<file path="src/rtl/seq_pkg.sv">
// Shared types and constants for the instruction sequencer and its decoder.
package seq_pkg;

  // Sequencer phases; every instruction visits each phase for exactly one cycle
  typedef enum logic [1:0] {
    IDLE   = 2'd0,
    DECODE = 2'd1,
    EXEC   = 2'd2,
    WB     = 2'd3
  } state_t;

  // Opcodes the sequencer understands; everything else retires as illegal
  localparam logic [5:0] OPC_RTYPE = 6'h00;
  localparam logic [5:0] OPC_BEQ   = 6'h04;

  // ALU operation classes presented to the datapath
  localparam logic [1:0] ALUOP_ADD  = 2'b00;
  localparam logic [1:0] ALUOP_SUB  = 2'b01;
  localparam logic [1:0] ALUOP_FUNC = 2'b10;

  // ALU function codes used outside of R-type decode
  localparam logic [3:0] FUNC_NONE = 4'h0;
  localparam logic [3:0] FUNC_SUB  = 4'h2;

  // Register-file write enable encodings
  localparam logic [1:0] REGWRITE_EN  = 2'b01;
  localparam logic [1:0] REGWRITE_DIS = 2'b00;

endpackage

</file>
<file path="src/rtl/instr_decode.sv">
// Combinational field extraction and ALU control decode for one instruction word.
module instr_decode
  import seq_pkg::*;
(
  input  logic [31:0] ir,
  output logic [4:0]  rs,
  output logic [4:0]  rt,
  output logic [4:0]  rd,
  output logic [1:0]  alu_op,
  output logic [3:0]  func_code,
  output logic        is_rtype,
  output logic        is_beq,
  output logic        is_illegal
);

  logic [5:0] opcode;
  logic [5:0] funct;
  logic       unused_bits;

  assign opcode = ir[31:26];
  assign rs     = ir[25:21];
  assign rt     = ir[20:16];
  assign rd     = ir[15:11];
  assign funct  = ir[5:0];

  // Shift amount and the upper funct bits play no part in this ALU interface
  assign unused_bits = ^{ir[10:6], funct[5:4]};

  assign is_rtype   = (opcode == OPC_RTYPE);
  assign is_beq     = (opcode == OPC_BEQ);
  assign is_illegal = !(is_rtype || is_beq);

  // R-type takes its ALU function from funct, BEQ subtracts, illegal ops idle the ALU
  always_comb begin
    alu_op    = ALUOP_ADD;
    func_code = FUNC_NONE;
    if (is_rtype) begin
      alu_op    = ALUOP_FUNC;
      func_code = funct[3:0];
    end else if (is_beq) begin
      alu_op    = ALUOP_SUB;
      func_code = FUNC_SUB;
    end
  end

endmodule

</file>
<file path="src/rtl/instr_sequencer.sv">
// Four-phase decode/sequence stage: accepts an instruction, drives the datapath,
// captures its result and retires the instruction with status flags.
module instr_sequencer
  import seq_pkg::*;
#(
  parameter int CNT_W = 16
) (
  input  logic             clk,
  input  logic             rst,
  input  logic [31:0]      instr,
  input  logic             instr_valid,
  output logic             instr_ready,
  input  logic [1:0]       zero,
  input  logic [31:0]      alu_out,
  output logic [4:0]       read1,
  output logic [4:0]       read2,
  output logic [4:0]       write_reg,
  output logic [1:0]       reg_write,
  output logic [31:0]      write_data,
  output logic [3:0]       func_code,
  output logic [1:0]       alu_op,
  output logic             done,
  output logic             branch_taken,
  output logic             illegal,
  output logic [CNT_W-1:0] retire_count
);

  state_t      state;
  logic [31:0] ir;
  logic [31:0] dec_word;
  logic        accept;
  logic        unused_zero;

  logic [4:0]  dec_rs;
  logic [4:0]  dec_rt;
  logic [4:0]  dec_rd;
  logic [1:0]  dec_alu_op;
  logic [3:0]  dec_func_code;
  logic        dec_is_rtype;
  logic        dec_is_beq;
  logic        dec_is_illegal;

  // Only bit 0 of the datapath Zero bus carries meaning
  assign unused_zero = zero[1];

  assign accept = instr_valid && instr_ready;

  // While idle the decoder looks at the incoming word so its fields can be
  // registered on the accept edge; afterwards it decodes the held instruction.
  assign dec_word = (state == IDLE) ? instr : ir;

  instr_decode u_decode (
    .ir         (dec_word),
    .rs         (dec_rs),
    .rt         (dec_rt),
    .rd         (dec_rd),
    .alu_op     (dec_alu_op),
    .func_code  (dec_func_code),
    .is_rtype   (dec_is_rtype),
    .is_beq     (dec_is_beq),
    .is_illegal (dec_is_illegal)
  );

  // Sequencer FSM with all datapath-facing outputs registered
  always_ff @(posedge clk or posedge rst) begin
    if (rst) begin
      state        <= IDLE;
      ir           <= '0;
      instr_ready  <= 1'b1;
      read1        <= '0;
      read2        <= '0;
      write_reg    <= '0;
      reg_write    <= REGWRITE_DIS;
      write_data   <= '0;
      func_code    <= FUNC_NONE;
      alu_op       <= ALUOP_ADD;
      done         <= 1'b0;
      branch_taken <= 1'b0;
      illegal      <= 1'b0;
      retire_count <= '0;
    end else begin
      case (state)
        IDLE: begin
          if (accept) begin
            ir          <= instr;
            read1       <= dec_rs;
            read2       <= dec_rt;
            write_reg   <= dec_rd;
            alu_op      <= dec_alu_op;
            func_code   <= dec_func_code;
            instr_ready <= 1'b0;
            state       <= DECODE;
          end
        end
        DECODE: begin
          state <= EXEC;
        end
        EXEC: begin
          write_data   <= alu_out;
          done         <= 1'b1;
          reg_write    <= (dec_is_rtype && (dec_rd != 5'd0)) ? REGWRITE_EN : REGWRITE_DIS;
          branch_taken <= dec_is_beq && zero[0];
          illegal      <= dec_is_illegal;
          state        <= WB;
        end
        WB: begin
          if (!dec_is_illegal) begin
            retire_count <= retire_count + CNT_W'(1);
          end
          done         <= 1'b0;
          reg_write    <= REGWRITE_DIS;
          branch_taken <= 1'b0;
          illegal      <= 1'b0;
          alu_op       <= ALUOP_ADD;
          func_code    <= FUNC_NONE;
          instr_ready  <= 1'b1;
          state        <= IDLE;
        end
        default: begin
          done         <= 1'b0;
          reg_write    <= REGWRITE_DIS;
          branch_taken <= 1'b0;
          illegal      <= 1'b0;
          instr_ready  <= 1'b1;
          state        <= IDLE;
        end
      endcase
    end
  end

endmodule

</file>
<file path="config.mk">
export PLATFORM = sky130hd
export DESIGN_NAME = instr_sequencer
export DESIGN_NICKNAME = d
export VERILOG_FILES = /design/src/rtl/seq_pkg.sv /design/src/rtl/instr_decode.sv /design/src/rtl/instr_sequencer.sv
export SDC_FILE = /design/constraint.sdc
export NUM_CORES = 1
export LEC_CHECK = 0
export CAP_MARGIN = 25
export CORE_ASPECT_RATIO = 0.6
export CORE_UTILIZATION = 46
export DETAILED_ROUTE_END_ITERATION = 10
export GPL_ROUTABILITY_DRIVEN = 1
export PLACE_DENSITY = 0.92
export SLEW_MARGIN = 20
export SYNTH_ARGS = -nofsm -noshare
export SYNTH_HDL_FRONTEND = slang
export SYNTH_SLANG_ARGS = --single-unit
</file>
<file path="constraint.sdc">
create_clock -name clk -period 5.15 [get_ports clk]
set_clock_uncertainty 0.05 [all_clocks]
set_input_delay 1.03 -clock clk [delete_from_list [all_inputs] [get_ports clk]]
set_output_delay 1.03 -clock clk [all_outputs]
set_load 0.005 [all_outputs]
</file>
After elaboration in Yosys (flattened, before gate mapping):

Cells that the tools add are included.

* register bits: 109
* output and inout port bits: 75

* $add $sub $neg: 1
* mux-type cells: 18
* reduce and logical (&&, ||, !) cells: 13
* equal/unequal tests: 5

Operator list (number)
* $mux 32: 1
* $add 16x1->16 const B: 1
* $mux 2: 4
* $mux 4: 2
* $pmux 1 s2: 4
* $pmux 2 s2: 2
* $pmux 2 s4: 1
* $pmux 4 s2: 1
* $eq 6x3->1 const B: 1
* $logic_not 6->1: 1
* $reduce_and 2->1: 3
* $reduce_bool 5->1: 1
* $eq 2x2->1 const B: 2
* $reduce_bool 2->1: 2
* $logic_and 1x1->1: 3
* $mux 1: 3
* $eq 2x1->1 const B: 1
* $logic_not 2->1: 1
* $ne 2x2->1 const B: 1
* $logic_not 1->1: 1
* $logic_or 1x1->1: 1

Depth between registers and ports, before layout:

Gate-level depths: netlist of the first run.

* depth after elaboration: 7
* mapped depth: 7
* mapped depth without buffers: 6

Cells and area by module:

From an unflattened synthesis of the first run, not the netlist that was laid out.

* cell total of the unflattened synthesis: 352
* area, all modules: 4867.2 µm²

By module, submodules not included
* instr_sequencer: area each 4648.2 µm², cells each 322, times used 1
* instr_decode: area each 219.0 µm², cells each 30, times used 1

Least setup slack after synthesis of the first run:

OpenSTA, ideal clock, no wires.

* path kind: input-to-reg
* start: input port instr[26]
* end: register func_code[0]
* path slack: 2.899 ns
* data required time: 5.032 ns
* arrival time: 2.133 ns
* stages: 4
* buffers on the path: 0
* library setup time: 0.068 ns
* cell sequence: nor4_4 -> a32oi_1 -> nor4_1 -> a22o_1

* cells in the longest elaborated chain, start to end: 5

Ends and longest elaborated chain
* from (decl): RTL line instr_sequencer.sv:10 `input logic [31:0] instr,`
* $mux 32: RTL line instr_sequencer.sv:50 `assign dec_word = (state == IDLE) ? instr : ir;`
* $logic_not 6->1: RTL line instr_decode.sv:29 `assign is_rtype = (opcode == OPC_RTYPE);`
* $mux 4: RTL line instr_decode.sv:37 `if (is_rtype) begin`
* $mux 4: RTL line instr_sequencer.sv:84 `if (accept) begin`
* $pmux 4 s2: RTL line instr_sequencer.sv:82 `case (state)`
* to (signal assigned): RTL line instr_sequencer.sv:90 `func_code <= dec_func_code;`
* to (decl): RTL line instr_sequencer.sv:20 `output logic [3:0] func_code,`

Every way passes these cells. The select of a mux whose other input is x is not followed.
A chain may end at the register's enable or synchronous reset.

Final worst setup path of the first run:

* start: input port instr[26]
* end: register func_code[2]

The elaborated chain is that of the path after synthesis.

==> results of run 1 <==
cells by family (layout without fill, tap and decap cells):
| group | count (synthesis) | count (layout) |
|---|---|---|
| simple gates | 124 | 124 |
| flops | 87 | 87 |
| mux | 35 | 35 |
| buf+inv | 25 | 163 |
| compound gates | 18 | 18 |
| xor+xnor | 15 | 15 |
| fa+ha+maj | 4 | 4 |
| other cells | 1 | 1 |
final cells by class:
class / count / area (um2) / share of cell area, %
Sequential cell: 87 / 2180 / 40.6
Tap cell: 104 / 130 / 2.43
Timing Repair Buffer: 137 / 1360 / 25.4
Multi-Input combinational cell: 197 / 1350 / 25.2
Clock inverter: 4 / 55.1 / 1.03
Clock buffer: 12 / 246 / 4.60
Inverter: 10 / 38.8 / 0.723
through the flow:
stage / std cells / setup WS [ps] / hold slack, ps / instance area, um2 / utilization [%]
CTS: 551 / 2320 / 433 / 5360 / 72.0
detailed placement: 535 / 2060 / 420 / 5060 / 68.0
finish: 551 / 2330 / 429 / 5360 / 72.0
global route: 551 / 2180 / 453 / 5360 / 72.0
floorplan: 309 / 1820 / 396 / 3640 / -
global placement: 535 / 2150 / 409 / 5060 / 68.0
worst paths after layout:
| path | from | to | cells after the start |
|---|---|---|---|
| min in group asynchronous | rst | write_reg[0]$_DFFE_PP0P_ | 2 |
| max | instr[26] | func_code[2]$_DFFE_PP0P_ | 5 |
| min reg2reg | alu_op[1]$_DFFE_PP0P_ | alu_op[1]$_DFFE_PP0P_ | 1 |
| max in group asynchronous | rst | ir[28]$_DFFE_PP0P_ | 3 |
| min | alu_op[1]$_DFFE_PP0P_ | alu_op[1]$_DFFE_PP0P_ | 1 |
| max reg2reg | state[0]$_DFFE_PP0P_ | func_code[2]$_DFFE_PP0P_ | 6 |
routing by layer:
layer / vias up / share of wire (%) / routed length, um
met5: - / 0 / 0
li1: 1293 / - / -
met2: 103 / 49 / 4440
met4: 0 / 2.0 / 182
met1: 1404 / 41 / 3740
met3: 18 / 7.4 / 671
critical path, delay by kind of cell:
family | cells | cell delay [ps]
buf+inv | 1 | 460
simple gates | 2 | 1030
compound gates | 2 | 510
synth_stat cells (4+ instances only):
library cell / n / share of area (%)
a22o_1: 5 / 1.2
clkbuf_1: 10 / 1.0
dfrtp_1: 86 / 59
ha_1: 4 / 1.4
inv_1: 10 / 1.0
mux2_2: 33 / 10
nand2_1: 82 / 8.5
nand3_1: 5 / 0.69
nor2_1: 10 / 1.0
nor3_1: 7 / 0.96
nor4_1: 4 / 0.69
nor4_4: 4 / 2.3
xnor2_1: 4 / 0.96
xor2_1: 11 / 2.6
report_power, final:
part / switching [W] / internal [W] / total (W)
Clock: 0.000254 / 0.000391 / 0.000644
Sequential: 0.000168 / 0.000954 / 0.00112
Combinational: 0.000446 / 0.000674 / 0.00112
Total: 0.000867 / 0.00202 / 0.00289
==> impl_metrics.yaml, run 1 <==
outcome:
  status: "completed"
floorplan:
  die_h_um: 70.9
  initial_utilization_pct: 48.9
  dieArea_um2: 8290
  design.core.area_um2: 7450
  die_w_um: 117
  rows: 24
  ios: 144
grt:
  grt_max_degree: 48
  grt_overflow_total: 0
  gr-max-usage-layer: "met2"
  grt_pass1_wl_um: 14500
  antenna_found_initial: 0
  grtUsageTotal_pct: 23.3
  met1_usage_pct: 28.8
  first_global_vias: 2959
  grtUsageMet3_pct: 7.71
  met2_usage_pct: 38.9
synth:
  synthAdderAreaFrac_pct: 1.37
  synth_area_per_cell_um2: 11.8
  ys_seq_elements: 87
  synth-simple-area-share_pct: 17.0
  synthMuxAreaShare_pct: 10.8
  synth_xor_area_share_pct: 3.61
  ys_types: 40
  synthCells: 309
  synth_fp_nets: 382
  yosys_warnings: 0
  ys.flop_type: "dfrtp_1"
  synth_edf_count: 0
  synth_top_family_by_area: "simple AND/OR/NAND/NOR gates"
  syn-cell-area_um2: 3640
  synth_seq_area_share_pct: 59.8
  async_flop_share_pct: 100
  synth-compound-area-share_pct: 4.23
sta:
  hold_viol_final: 0
  finalCriticalPeriod_ps: 2820
  finalSetupViolCount: 0
  grt_setup_unrepaired: "false"
  maxSlewViolCount: 0
  fin_tns_setup_ps: 0
  worst_pin_slew_ps: 892
  max_freq_mhz: 354
  post-route-period-util_pct: 54.8
  slew-limit-headroom_pct: 40.5
cts:
  clock_latency_ps: 340
  numCtsBuffers: 9
  clock-root-buffer: "clkbuf_16"
  holdBufCountCts: 0
  clkSinkCount: 87
  cts_resized: 0
  cts.path.max_buffers: 2
  cts_htree_levels: 3
  clk_pin_slew_worst_paths_ps: 60
  cts_setup_buffers: 0
  cts_tree: "yes"
worst_setup_path:
  worstSetupPathType: "input port to flop"
  crit_chain: "clkdlybuf4s50_1, nor4_4, a32oi_1, nor4_1, a22o_1"
  reg2reg_slack_ps: 2770
  arrival_ps: 3040
  critPathMaxStageDelay_ps: 610
  slowest_stage: "nor4_1"
  worst_setup_path_start_kind: "input port"
  end_kind: "flop"
  path_max_fanout: 4
  cp.required_ps: 5370
route:
  drt_pass1_iterations: 4
  wl_um: 9040
  vias: 2818
  wl_per_cell_um: 16.4
  drc: 0
  detail-route-antenna-nets: 0
  drt_iter0_drc: 154
  vias_per_cell: 5.11
cells_and_area:
  reg.largest.list: "write_data x32, retire_count x16, ir x11"
  fillerInstances: 540
  final_common_cell: "clkdlybuf4s50_1"
  area_growth_syn_to_layout_pct: 47.3
  largest_register: "write_data"
  final_net_count: 515
  drive_gt1_share_pct: 14.1
  diodes: 0
  largest_reg_flops: 32
  layout_common_cells: "clkdlybuf4s50_1 (134), dfrtp_1 (86), nand2_1 (82), mux2_2 (33), xor2_1 (11)"
power_and_ir_drop:
  design_power_total_w: 0.00289
  power_density_nw_per_um2: 538
  peakVddDrop_v: 0.000295
  p_leak_nw: 2.43
job:
  max_cap_violations: 0
placed_design:
  hpwl_um: 6310
  gp_congestion: 0.798
  port_buffers: 134
worst_hold_path:
  min_path_type: "flop to flop"
Power figures use the tool's default switching activity.
==> run 2, diff against run 1 <==
Settings changed: CORE_UTILIZATION 46 to 43, PLACE_DENSITY 0.92 to 0.87.
Clock period 5.15 ns to 2.8 ns, I/O delays scaled along.
==> impl_metrics.yaml, run 2 (synthesis results as in run 1) <==
sta:
  fin_tns_setup_ps: 0
  worst_pin_slew_ps: 683
  worst_slack_ps: 472
  post-route-period-util_pct: 83.2
  grt_setup_unrepaired: "false"
  hold_viol_final: 0
  finalCriticalPeriod_ps: 2330
  finalSetupViolCount: 0
  max_freq_mhz: 429
  maxSlewViolCount: 0
  slew-limit-headroom_pct: 54.5
worst_hold_path:
  min_path_type: "flop to flop"
placed_design:
  dp_cells: 542
  hpwl_um: 5980
  port_buffers: 134
  post-place-ws_ps: 364
  gp_congestion: 0.778
  postPlaceCellArea_um2: 5120
cts:
  cts_tree: "yes"
  cts_htree_levels: 3
  cts_resized: 0
  cts_setup_buffers: 0
  clk_pin_slew_worst_paths_ps: 60
  clock-root-buffer: "clkbuf_16"
  clock_latency_ps: 330
  clkSinkCount: 87
  holdBufCountCts: 0
  numCtsBuffers: 9
  cts.path.max_buffers: 2
route:
  drt_pass1_iterations: 4
  wl_um: 8230
  vias: 2719
  wl_per_cell_um: 14.7
  drc: 0
  vias_per_cell: 4.87
  drt_iter0_drc: 150
  detail-route-antenna-nets: 0
worst_setup_path:
  regToRegStartpoint: "state[0]$_DFFE_PP0P_"
  critPathMaxStageDelay_ps: 640
  slowest_stage: "a32oi_4"
  path_max_fanout: 16
  worstSetupPathType: "flop to flop"
  reg2reg_slack_ps: 470
  reg2reg_to: "retire_count[1]$_DFFE_PP0P_"
  crit_path_end: "retire_count[1]$_DFFE_PP0P_"
  end_kind: "flop"
  cp.required_ps: 2970
  worst_setup_path_start_kind: "flop"
  crit_chain: "inv_1, ha_1, nor2_1, a32oi_4, mux2_2"
  arrival_ps: 2500
  worstSetupStartpoint: "state[0]$_DFFE_PP0P_"
  rr_worst_depth: 5
cells_and_area:
  largest_register: "write_data"
  final_net_count: 518
  layout_common_cells: "clkdlybuf4s50_1 (134), dfrtp_1 (86), nand2_1 (82), mux2_2 (33), xor2_1 (11)"
  final_cell_area_um2: 5450
  final_common_cell: "clkdlybuf4s50_1"
  diodes: 0
  drive_gt1_share_pct: 15.1
  largest_reg_flops: 32
  area_growth_syn_to_layout_pct: 49.6
  regArea_um2: 2180
  multiInputGateArea_um2: 1350
  fin_cells: 558
  fillerInstances: 583
  reg.largest.list: "write_data x32, retire_count x16, ir x11"
power_and_ir_drop:
  seqPwrFrac_pct: 38.3
  p_switching_w: 0.00157
  power_density_nw_per_um2: 987
  p_leak_nw: 2.46
  design_power_total_w: 0.00538
  p_int_w: 0.00381
  p_comb_share_pct: 37.6
  sw_frac_of_total_pct: 29.2
  peakVddDrop_v: 0.000466
  pwr-share-clk_pct: 24.1
floorplan:
  die_h_um: 73.3
  design.core.area_um2: 8040
  initial_utilization_pct: 45.3
  die_w_um: 121
  rows: 25
  dieArea_um2: 8850
  ios: 144
grt:
  grt_overflow_total: 0
  first_global_vias: 2773
  antenna_found_initial: 0
  grt_max_degree: 38
  grtUsageTotal_pct: 19.8
  grt_pass1_wl_um: 13300
outcome:
  status: "completed"
job:
  max_cap_violations: 0
## run 2: changes by cell type in the layout (fill, tap and decap cells not counted), sizes merged
cell      delta
buf          +3
bufinv       +1
clkinvlp     +3
inv          +1
clkbuf       -2
clkinv       -3
## run 2: layer usage
layer	part of all wire (%)	global-route usage, %
met3	6.9	7.45
met1	46	25.6
met5	0	0
met2	46	31.0
met4	1.0	6.58
## run 2: per-stage QoR
| stage | utilization [%] | hold WS [ps] |
|---|---|---|
| 2_1_floorplan | - | 396 |
| 3_3_place_gp | 63.7 | 407 |
| 3_5_place_dp | 63.7 | 412 |
| 4_1_cts | 67.8 | 428 |
| 5_1_grt | 67.8 | 455 |
| 6_report | 67.8 | 427 |
## run 2: power by group through the flow
stage	clock (W)	sequential, W	combinational, W
5_1_grt	0.00138	0.00212	0.00222
6_report	0.00130	0.00206	0.00202
2_1_floorplan	0	0.00207	0.000920
4_1_cts	0.00133	0.00206	0.00206
3_5_place_dp	0	0.00208	0.00204
3_3_place_gp	0	0.00204	0.00197
## run 2: final cells by class
cell class | instances | share of cell area [%]
Inverter | 10 | 0.758
Clock inverter | 6 | 1.68
Clock buffer | 10 | 4.39
Sequential cell | 87 | 40.0
Timing Repair Buffer | 140 | 25.9
Multi-Input combinational cell | 197 | 24.8
Tap cell | 108 | 2.48
## run 2: how the worst min path moves through the flow
stage                                   startpoint                  endpoint  depth (start not counted)
after floorplan                 ir[13]$_DFFE_PP0P_        ir[13]$_DFFE_PP0P_                          2
after global placement    reg_write[0]$_DFFE_PP0P_  reg_write[0]$_DFFE_PP0P_                          2
after detailed placement      read1[3]$_DFFE_PP0P_      read1[3]$_DFFE_PP0P_                          2
after CTS                     read1[3]$_DFFE_PP0P_      read1[3]$_DFFE_PP0P_                          2
after global routing            ir[15]$_DFFE_PP0P_        ir[15]$_DFFE_PP0P_                          2
final                         read1[3]$_DFFE_PP0P_      read1[3]$_DFFE_PP0P_                          2
## run 2: worst max-delay path, delay by kind of cell (launching register included)
kind                       cells  cell delay (ps)
buffers and inverters          1              110
AOI/OAI and AO/OA              1              640
and+or+nand+nor                1              160
DFF                            1              380
muxes                          1              420
adders and majority gates      1              440
